File: config.mk
export PLATFORM = sky130hd
export DESIGN_NAME = memref_rd_arbiter
export DESIGN_NICKNAME = d
export VERILOG_FILES = /design/src/rtl/memref_arb_pkg.sv /design/src/rtl/memref_rd_arbiter_rr_select.sv /design/src/rtl/memref_rd_arbiter.sv
export SDC_FILE = /design/constraint.sdc
export NUM_CORES = 1
export LEC_CHECK = 0
export CAP_MARGIN = 20
export CORE_MARGIN = 3
export CORE_UTILIZATION = 29
export CTS_CLUSTER_SIZE = 16
export DETAILED_ROUTE_END_ITERATION = 10
export PLACE_DENSITY = 0.91
export SYNTH_ARGS = -nofsm -noshare
export SYNTH_HDL_FRONTEND = slang
export SYNTH_SLANG_ARGS = --single-unit
File: constraint.sdc
create_clock -name i_clk -period 3.3 [get_ports i_clk]
set_input_delay 0.33 -clock i_clk [delete_from_list [all_inputs] [get_ports i_clk]]
set_output_delay 0.33 -clock i_clk [all_outputs]
set_load 0.05 [all_outputs]
File: src/rtl/memref_arb_pkg.sv
// memref_arb_pkg: requester index type, grant-counter width and the round-robin pick function
package memref_arb_pkg;

    typedef logic [2:0] req_idx_t;

    typedef struct packed {
        logic     vld;
        req_idx_t idx;
    } pick_t;

    localparam int CNT_W = 16;

    // Scans downward so the requester closest to ptr (modulo n) is written last and wins.
    function automatic pick_t rr_pick(input logic [7:0] req, input req_idx_t ptr, input int n);
        pick_t p;
        int    s;
        p = '0;
        for (int k = 7; k >= 0; k--) begin
            s = (int'(ptr) + k) % n;
            if (k < n && req[s[2:0]]) p = '{vld: 1'b1, idx: s[2:0]};
        end
        return p;
    endfunction

endpackage

File: src/rtl/memref_rd_arbiter_rr_select.sv
// rr_select: combinational priority rotate turning a request vector and rr pointer into a one-hot grant
module rr_select
    import memref_arb_pkg::*;
#(
    parameter int N = 4
) (
    input  logic [N-1:0] i_req,
    input  logic [2:0]   i_ptr,
    output logic [N-1:0] o_gnt,
    output logic         o_vld,
    output logic [2:0]   o_idx
);

    pick_t w_pick;

    assign w_pick = rr_pick(8'(i_req), i_ptr, N);
    assign o_vld  = w_pick.vld;
    assign o_idx  = w_pick.idx;
    assign o_gnt  = w_pick.vld ? N'(1) << w_pick.idx : '0;

endmodule

File: src/rtl/memref_rd_arbiter.sv
// memref_rd_arbiter: round-robin read arbiter onto one shared memory port with a 1-deep response tag.
// Define MEMREF_ARB_STATS_EN to build the saturating per-requester grant counters.
module memref_rd_arbiter
    import memref_arb_pkg::*;
#(
    parameter int  NUM_REQ = 4,
    parameter int  WIDTH   = 32,
    parameter int  SIZE    = 8,
    localparam int ADDR_W  = $clog2(SIZE)
) (
    input  logic                      i_clk,
    input  logic                      i_rst_n,
    input  logic [NUM_REQ-1:0]        i_req,
    input  logic [NUM_REQ*ADDR_W-1:0] i_req_addr,
    output logic [NUM_REQ-1:0]        o_gnt,
    output logic                      o_mem_rd_en,
    output logic [ADDR_W-1:0]         o_mem_addr,
    input  logic                      i_mem_dout_valid,
    input  logic [WIDTH-1:0]          i_mem_dout,
    output logic [NUM_REQ-1:0]        o_rsp_valid,
    output logic [WIDTH-1:0]          o_rsp_data,
    output logic                      o_err,
    output logic [NUM_REQ*CNT_W-1:0]  o_grant_cnt
);

    logic [2:0]        r_rr_ptr;
    logic [2:0]        r_tag;
    logic              r_tag_vld;
    logic              r_err;
    logic              r_rst_q;
    logic              w_vld;
    logic [2:0]        w_idx;
    logic [ADDR_W-1:0] w_addr_arr [8];

    // Masking the requests during reset forces gnt, mem_rd_en and the tag capture to zero.
    rr_select #(.N(NUM_REQ)) u_rr_select (
        .i_req (i_req & {NUM_REQ{i_rst_n}}),
        .i_ptr (r_rr_ptr),
        .o_gnt (o_gnt),
        .o_vld (w_vld),
        .o_idx (w_idx)
    );

    for (genvar g = 0; g < 8; g++) begin : g_addr
        if (g < NUM_REQ) begin : g_used
            assign w_addr_arr[g] = i_req_addr[g*ADDR_W +: ADDR_W];
        end else begin : g_pad
            assign w_addr_arr[g] = '0;
        end
    end

    assign o_mem_rd_en = w_vld;
    assign o_mem_addr  = w_vld ? w_addr_arr[w_idx] : '0;
    assign o_rsp_valid = (i_rst_n && i_mem_dout_valid && r_tag_vld) ? NUM_REQ'(1) << r_tag : '0;
    assign o_rsp_data  = i_mem_dout;
    assign o_err       = r_err;

    // r_rst_q masks the first cycle after reset so a read issued just before reset can land silently.
    always_ff @(posedge i_clk) begin
        if (!i_rst_n) begin
            r_rr_ptr  <= '0;
            r_tag     <= '0;
            r_tag_vld <= 1'b0;
            r_err     <= 1'b0;
            r_rst_q   <= 1'b1;
        end else begin
            r_rst_q   <= 1'b0;
            r_tag_vld <= w_vld;
            if (w_vld) begin
                r_tag    <= w_idx;
                r_rr_ptr <= (w_idx == 3'(NUM_REQ - 1)) ? 3'd0 : w_idx + 3'd1;
            end
            r_err <= r_err | (i_mem_dout_valid & ~r_tag_vld & ~r_rst_q) | (r_tag_vld & ~i_mem_dout_valid);
        end
    end

`ifdef MEMREF_ARB_STATS_EN
    for (genvar c = 0; c < NUM_REQ; c++) begin : g_cnt
        logic [CNT_W-1:0] r_cnt;
        always_ff @(posedge i_clk) begin
            if (!i_rst_n) r_cnt <= '0;
            else if (o_gnt[c] && r_cnt != '1) r_cnt <= r_cnt + CNT_W'(1);
        end
        assign o_grant_cnt[c*CNT_W +: CNT_W] = r_cnt;
    end
`else
    assign o_grant_cnt = '0;
`endif

endmodule

Yosys cells after proc, flatten, opt, wreduce, memory -nomap -nowiden
Cells that the tools add are included.
{"block": "word_totals", "regBits": 8, "input_bits": 51}
{"block": "op_classes", "add_sub_neg": 4, "order_cmp": 5, "eq_ne": 1, "shifts": 2, "mux": 20, "bitwise_logic": 13, "reduce_logical": 5}
{"operator": "2-to-1 mux 4 bit", "n": 6}
{"operator": "less-than comparator 3 x 4 -> 1 bit, second input constant", "n": 3}
{"operator": "binary-select mux 1 bit (select 3 bit)", "n": 3}
{"operator": "binary-select mux 3 bit (select 3 bit)", "n": 1}
{"operator": "2-to-1 mux 3 bit", "n": 3}
{"operator": "<< shifter 1 x 3 -> 4 bit, first input constant", "n": 2}
{"operator": "OR reduction 2 bit", "n": 3}
{"operator": "2-to-1 mux 1 bit", "n": 5}
{"operator": "adder 2 x 1 -> 2 bit, second input constant", "n": 2}
{"operator": "adder 2 bit, second input constant", "n": 2}
{"operator": "bitwise AND 4 bit", "n": 1}
{"operator": ">= comparator 4 bit, second input constant", "n": 1}
{"operator": "less-than comparator 2 x 4 -> 1 bit, second input constant", "n": 1}
{"operator": "inverter 3 -> 4 bit", "n": 1}
{"operator": "bitwise AND 1 bit", "n": 3}
{"operator": "bitwise AND 1 bit, first input constant", "n": 3}
{"operator": "== test 3 x 2 -> 1 bit, second input constant", "n": 1}
{"operator": "inverter 1 bit", "n": 3}
{"operator": "binary-select mux 1 bit (select 2 bit)", "n": 1}
{"operator": "logical AND 1 bit", "n": 2}
{"operator": "2-to-1 mux 2 bit", "n": 1}
{"operator": "bitwise OR 1 bit", "n": 2}

Logic depth before layout (Yosys ltp)
{"block": "depth", "word_depth": 14, "depth_mapped": 8, "ltp_nobuf": 7}

By module
From an unflattened synthesis, not the netlist that was laid out.
{"block": "unflattened", "hier_cells": 189, "hier_area_um2": 1406.3}
{"module": "memref_rd_arbiter", "n_inst": 1, "cells_each": 155, "area_each_um2": 1212.4}
{"module": "rr_select", "n_inst": 1, "cells_each": 34, "area_each_um2": 193.9}

Worst setup path before layout
OpenSTA, ideal clock, no wires.
{"block": "synth_path", "kind": "input to output", "startpoint": "in i_req[1]", "endpoint": "out o_mem_addr[0]", "arrival_ns": 1.613, "t_required_ns": 2.970, "setup_slack_ns": 1.357, "stages": 5, "n_path_buf": 1, "cell_sequence": "nor4_2 > nor2_1 > buf_2 > and3_2 > o32a_1"}
{"block": "synth_via", "word_cells_on_any_way": 18, "cone_classes": "mux: 16; bitwise: 2"}
{"item": "start: declaration", "line": "memref_rd_arbiter.sv:13", "source": "input logic [NUM_REQ-1:0] i_req,"}
{"item": "bitwise AND 4 bit (*)", "line": "memref_rd_arbiter.sv:37", "source": ".i_req (i_req & {NUM_REQ{i_rst_n}}),"}
{"item": "binary-select mux 1 bit (select 3 bit)", "line": "memref_arb_pkg.sv:20", "source": "if (k < n && req[s[2:0]]) p = '{vld: 1'b1, idx: s[2:0]};"}
{"item": "2-to-1 mux 1 bit (implied by the code)", "line": "memref_arb_pkg.sv:20"}
{"item": "2-to-1 mux 4 bit (3 in a row)", "line": "memref_arb_pkg.sv:20"}
{"item": "2-to-1 mux 4 bit (*)", "line": "memref_arb_pkg.sv:20"}
{"item": "net o_mem_rd_en", "line": "memref_rd_arbiter.sv:16", "source": "output logic o_mem_rd_en,"}
{"item": "2-to-1 mux 3 bit (*)", "line": "memref_rd_arbiter.sv:53", "source": "assign o_mem_addr = w_vld ? w_addr_arr[w_idx] : '0;"}
{"item": "end: declaration", "line": "memref_rd_arbiter.sv:17", "source": "output logic [ADDR_W-1:0] o_mem_addr,"}
The timed path passes the listed nets; every way through them passes the cells marked *. The select of a mux whose other input is x is not followed.

Final worst setup path
{"block": "layout_path", "startpoint": "in i_rst_n", "endpoint": "out o_gnt[2]"}
{"block": "layout_via", "elab_chain_len": 9, "word_cells_on_any_way": 15, "cone_classes": "shift: 1; mux: 13; bitwise: 1"}
{"item": "start: declaration", "line": "memref_rd_arbiter.sv:12", "source": "input logic i_rst_n,"}
{"item": "bitwise AND 4 bit (*)", "line": "memref_rd_arbiter.sv:37"}
{"item": "binary-select mux 1 bit (select 3 bit)", "line": "memref_arb_pkg.sv:20"}
{"item": "2-to-1 mux 1 bit (implied by the code)", "line": "memref_arb_pkg.sv:20"}
{"item": "2-to-1 mux 4 bit (3 in a row)", "line": "memref_arb_pkg.sv:20"}
{"item": "2-to-1 mux 4 bit (*)", "line": "memref_arb_pkg.sv:20"}
{"item": "net u_rr_select.o_idx[1]", "line": "memref_rd_arbiter_rr_select.sv:11", "source": "output logic [2:0] o_idx"}
{"item": "<< shifter 1 x 3 -> 4 bit (*)", "line": "memref_rd_arbiter_rr_select.sv:19", "source": "assign o_gnt = w_pick.vld ? N'(1) << w_pick.idx : '0;"}
{"item": "2-to-1 mux 4 bit (*)", "line": "memref_rd_arbiter_rr_select.sv:19"}
{"item": "end: declaration", "line": "memref_rd_arbiter.sv:15", "source": "output logic [NUM_REQ-1:0] o_gnt,"}
Marks and branches as above.

==> summary.md <==
| Metric | Value |
|---|---|
| Synthesis-to-layout area growth | -4.27% |
| Via count | 821 |
| Worst Setup SP | i_rst_n |
| Share of layout cells above drive strength 1 | around an eighth |
| Clock Tree Root | clkbuf_8 |
| Fin. max-slew vios | 0 |
| Number of cell rows | 23 |
| Setup violations, final | 0 |
| Largest net degree at the start of global routing | 17 |
| Clk_skew | approximately 0.58 ps |
| RR Startpoint | r_rr_ptr[1] |
| CTS tree | done |
| Clk buf depth | 2 |
| DP HPWL | around 1.8 mm |
| PwrDens | 419 nW/µm² |
| First-pass GRT wire length | ~3.0 mm |
| Highest-delay cell along the critical path | clkdlybuf4s50_1 |
| Port bufs | 31 |
| CTS Buf Count | 3 |
| Post-DRT Antenna Nets | 0 |
| Drt wl/cell | between 10 and 15 µm |
| RSZ-0062 raised after global routing | false |
| Grt total ovfl | 0 |
| Initial core utilization | slightly above 30% |
| Final instance count without filler cells | around 220 |
| Yosys reg bits | 7 |
| Post-CTS setup buffers | 0 |
| Worst hold start | r_rst_q |
| Post_cts resized | 0 |
| Mapped Cells | between 150 and 200 |
| Final setup margin | around 570 ps |
| CP endpoint kind | output port |
| Hold Violations, Final | 0 |
| Initial antenna violation count | 0 |
| Pre-antenna DRT Iters | 4 |
| # diodes | 0 |
| Die X-Extent | 72.7 µm |
| Slew @ Worst Pin | around 670 ps |
| LEAKAGE | 0.626 nW |
| Slowest stage delay, CP | around 610 ps |
| Critical path launch point type | input pin |
| Req. time, crit path | 2970 ps |
| Worst Path Class, Setup | in2out |
| Outcome | finished, final reports clean |
| Total Nets Final | roughly 230 |
| Tot Pwr | 0.000517 W |
| Max-slew headroom | a little under three fifths |
| Clock Sinks | 7 |
| Ports | 160 |
| Placed cell count | between 200 and 250 |
| Number of synthesis warnings | 0 |
| Die height | approximately 73 µm |
| Worst IR Drop VDD | roughly 0.0001 V |
| Total die area | ~5300 µm² |
| Core ar. | around 4100 µm² |
| Worst skew pair latency | between 200 and 250 ps |
| Synth unique cells | 29 |
| Crit path arrival time | between 2000 and 2500 ps |
| Max-Cap Viols | 0 |
| Tmin final | between 2000 and 3000 ps |
| CP cell instances | clkdlybuf4s50_1, nand2_1, o21a_1, o221ai_2, inv_1, ha_1, and2_1, buf_4 |
| Vias in the first global route | 660 |
| Drt total wl | approximately 2.3 mm |
| Period utilization | just over 80% |
| Placer Congestion | about 0.69 |
| Min-Delay Path Class | reg2reg |
| CP Max Fanout | 16 |
| Setup TNS | 0 ps |
| Clock transition at path regs | roughly 40 ps |
| # hold bufs at CTS | 0 |
| GRT Total Usage | approximately 7.4% |
| Vias per cell | 3.70 |
| Syn avg cell area | approximately 7.5 µm² |
| Sequential element share of the synthesized area | ~11% |
| H-tree levels | 1 |
| Number of remaining DRC errors | 0 |
| Max Freq | ~370 MHz |
| Synth Cell Area | roughly 1300 µm² |
| Initial DRC count | 35 |
| Dpl ws | just under 600 ps |
[area by class of cell]
cell class,count,area [µm²]
inverters,11,41.3
flip-flops and latches,7,140
repair buffers,32,338
clock buffers,4,45.0
well taps,50,62.6
fillers,461,2910
multi-input cells,118,607
[flip-flops by register name, indices dropped and copies added, names as in the netlist]
signal / count
r_tag: 2
r_rst_q: 1
o_err: 1
r_tag_vld: 1
r_rr_ptr: 2
[through the flow]
step | util (%) | hold WS, ps | instance area [µm²]
CTS | 29.8 | 481 | 1230
global route | 29.8 | 521 | 1230
detailed placement | 28.7 | 476 | 1190
floorplan | - | 431 | 1530
global placement | 28.7 | 470 | 1190
finish | 29.8 | 475 | 1230
[logic make-up after synthesis]
group	share of synthesized area (%)
simple gates	13.4
flops	10.9
buf+inv	60.4
compound gates	9.61
mux	1.55
fa+ha+maj	3.88
other cells	0.291
[synth_stat cells]
cell / instances / area share, %
and2_1: 4 / 1.9
nor3_1: 2 / 0.78
buf_2: 1 / 0.39
nor2_1: 9 / 2.6
o221ai_2: 1 / 1.2
o21ai_0: 6 / 2.3
and3_1: 1 / 0.49
nand3_1: 1 / 0.39
a21oi_1: 5 / 1.9
o21a_1: 1 / 0.58
and3_2: 5 / 2.9
o32a_1: 3 / 2.3
o211ai_1: 1 / 0.58
nand2b_1: 2 / 0.97
buf_4: 96 / 56
nor4_2: 1 / 0.97
nand4_1: 1 / 0.49
nor2_2: 1 / 0.49
inv_2: 1 / 0.29
inv_1: 10 / 2.9
conb_1: 1 / 0.29
mux2i_1: 2 / 1.6
ha_1: 4 / 3.9
a21oi_2: 1 / 0.68
nand2_1: 1 / 0.29
dfxtp_1: 7 / 11
or3_1: 1 / 0.49
buf_6: 1 / 0.87
nand3b_1: 1 / 0.58
[final timing paths]
kind / endpoint / slack (ps) / cells after the start
setup / recovery: o_gnt[2] / 570 / 8
hold / removal: o_err / 480 / 2
setup reg to reg: r_rr_ptr[1] / 1360 / 7
hold reg to reg: o_err / 480 / 2
[report_power, final]
group | switching [W] | internal [W] | total (W)
logic | 0.000236 | 0.0000676 | 0.000304
registers | 0.00000523 | 0.0000912 | 0.0000964
clock network | 0.0000333 | 0.0000832 | 0.000116
total | 0.000274 | 0.000242 | 0.000517
[cell usage in the layout, fill, tap and decap left out]
cell / instances
nor2_2: 1
nor2_1: 9
inv_2: 1
nand3_1: 1
buf_4: 5
nor3_1: 2
or3_1: 1
o32a_1: 3
nand3b_1: 1
clkbuf_8: 3
clkdlybuf4s50_1: 24
a21oi_2: 1
a21oi_1: 5
and2_1: 4
buf_12: 3
mux2i_1: 2
o21a_1: 1
clkbuf_1: 1
dfxtp_1: 7
nand4_1: 1
o21ai_0: 6
and3_2: 5
o211ai_1: 1
and3_1: 1
nand2b_1: 2
o221ai_2: 1
conb_1: 64
inv_1: 10
nand2_1: 1
nor4_2: 1
ha_1: 4
[critical path: cells and delay by family]
kind,cells,cell delay [ps]
compound gates,2,700
fa+ha+maj,1,210
buf+inv,3,930
simple gates,2,220
[layer usage]
metal,vias to the layer above,track usage (%),part of all wire (%)
met1,349,7.96,36
met4,0,7.79,5.8
met3,20,1.38,11
met2,66,11.8,47
met5,-,0,0
li1,386,-,-
Note: power is estimated with default switching activity, not from simulation.
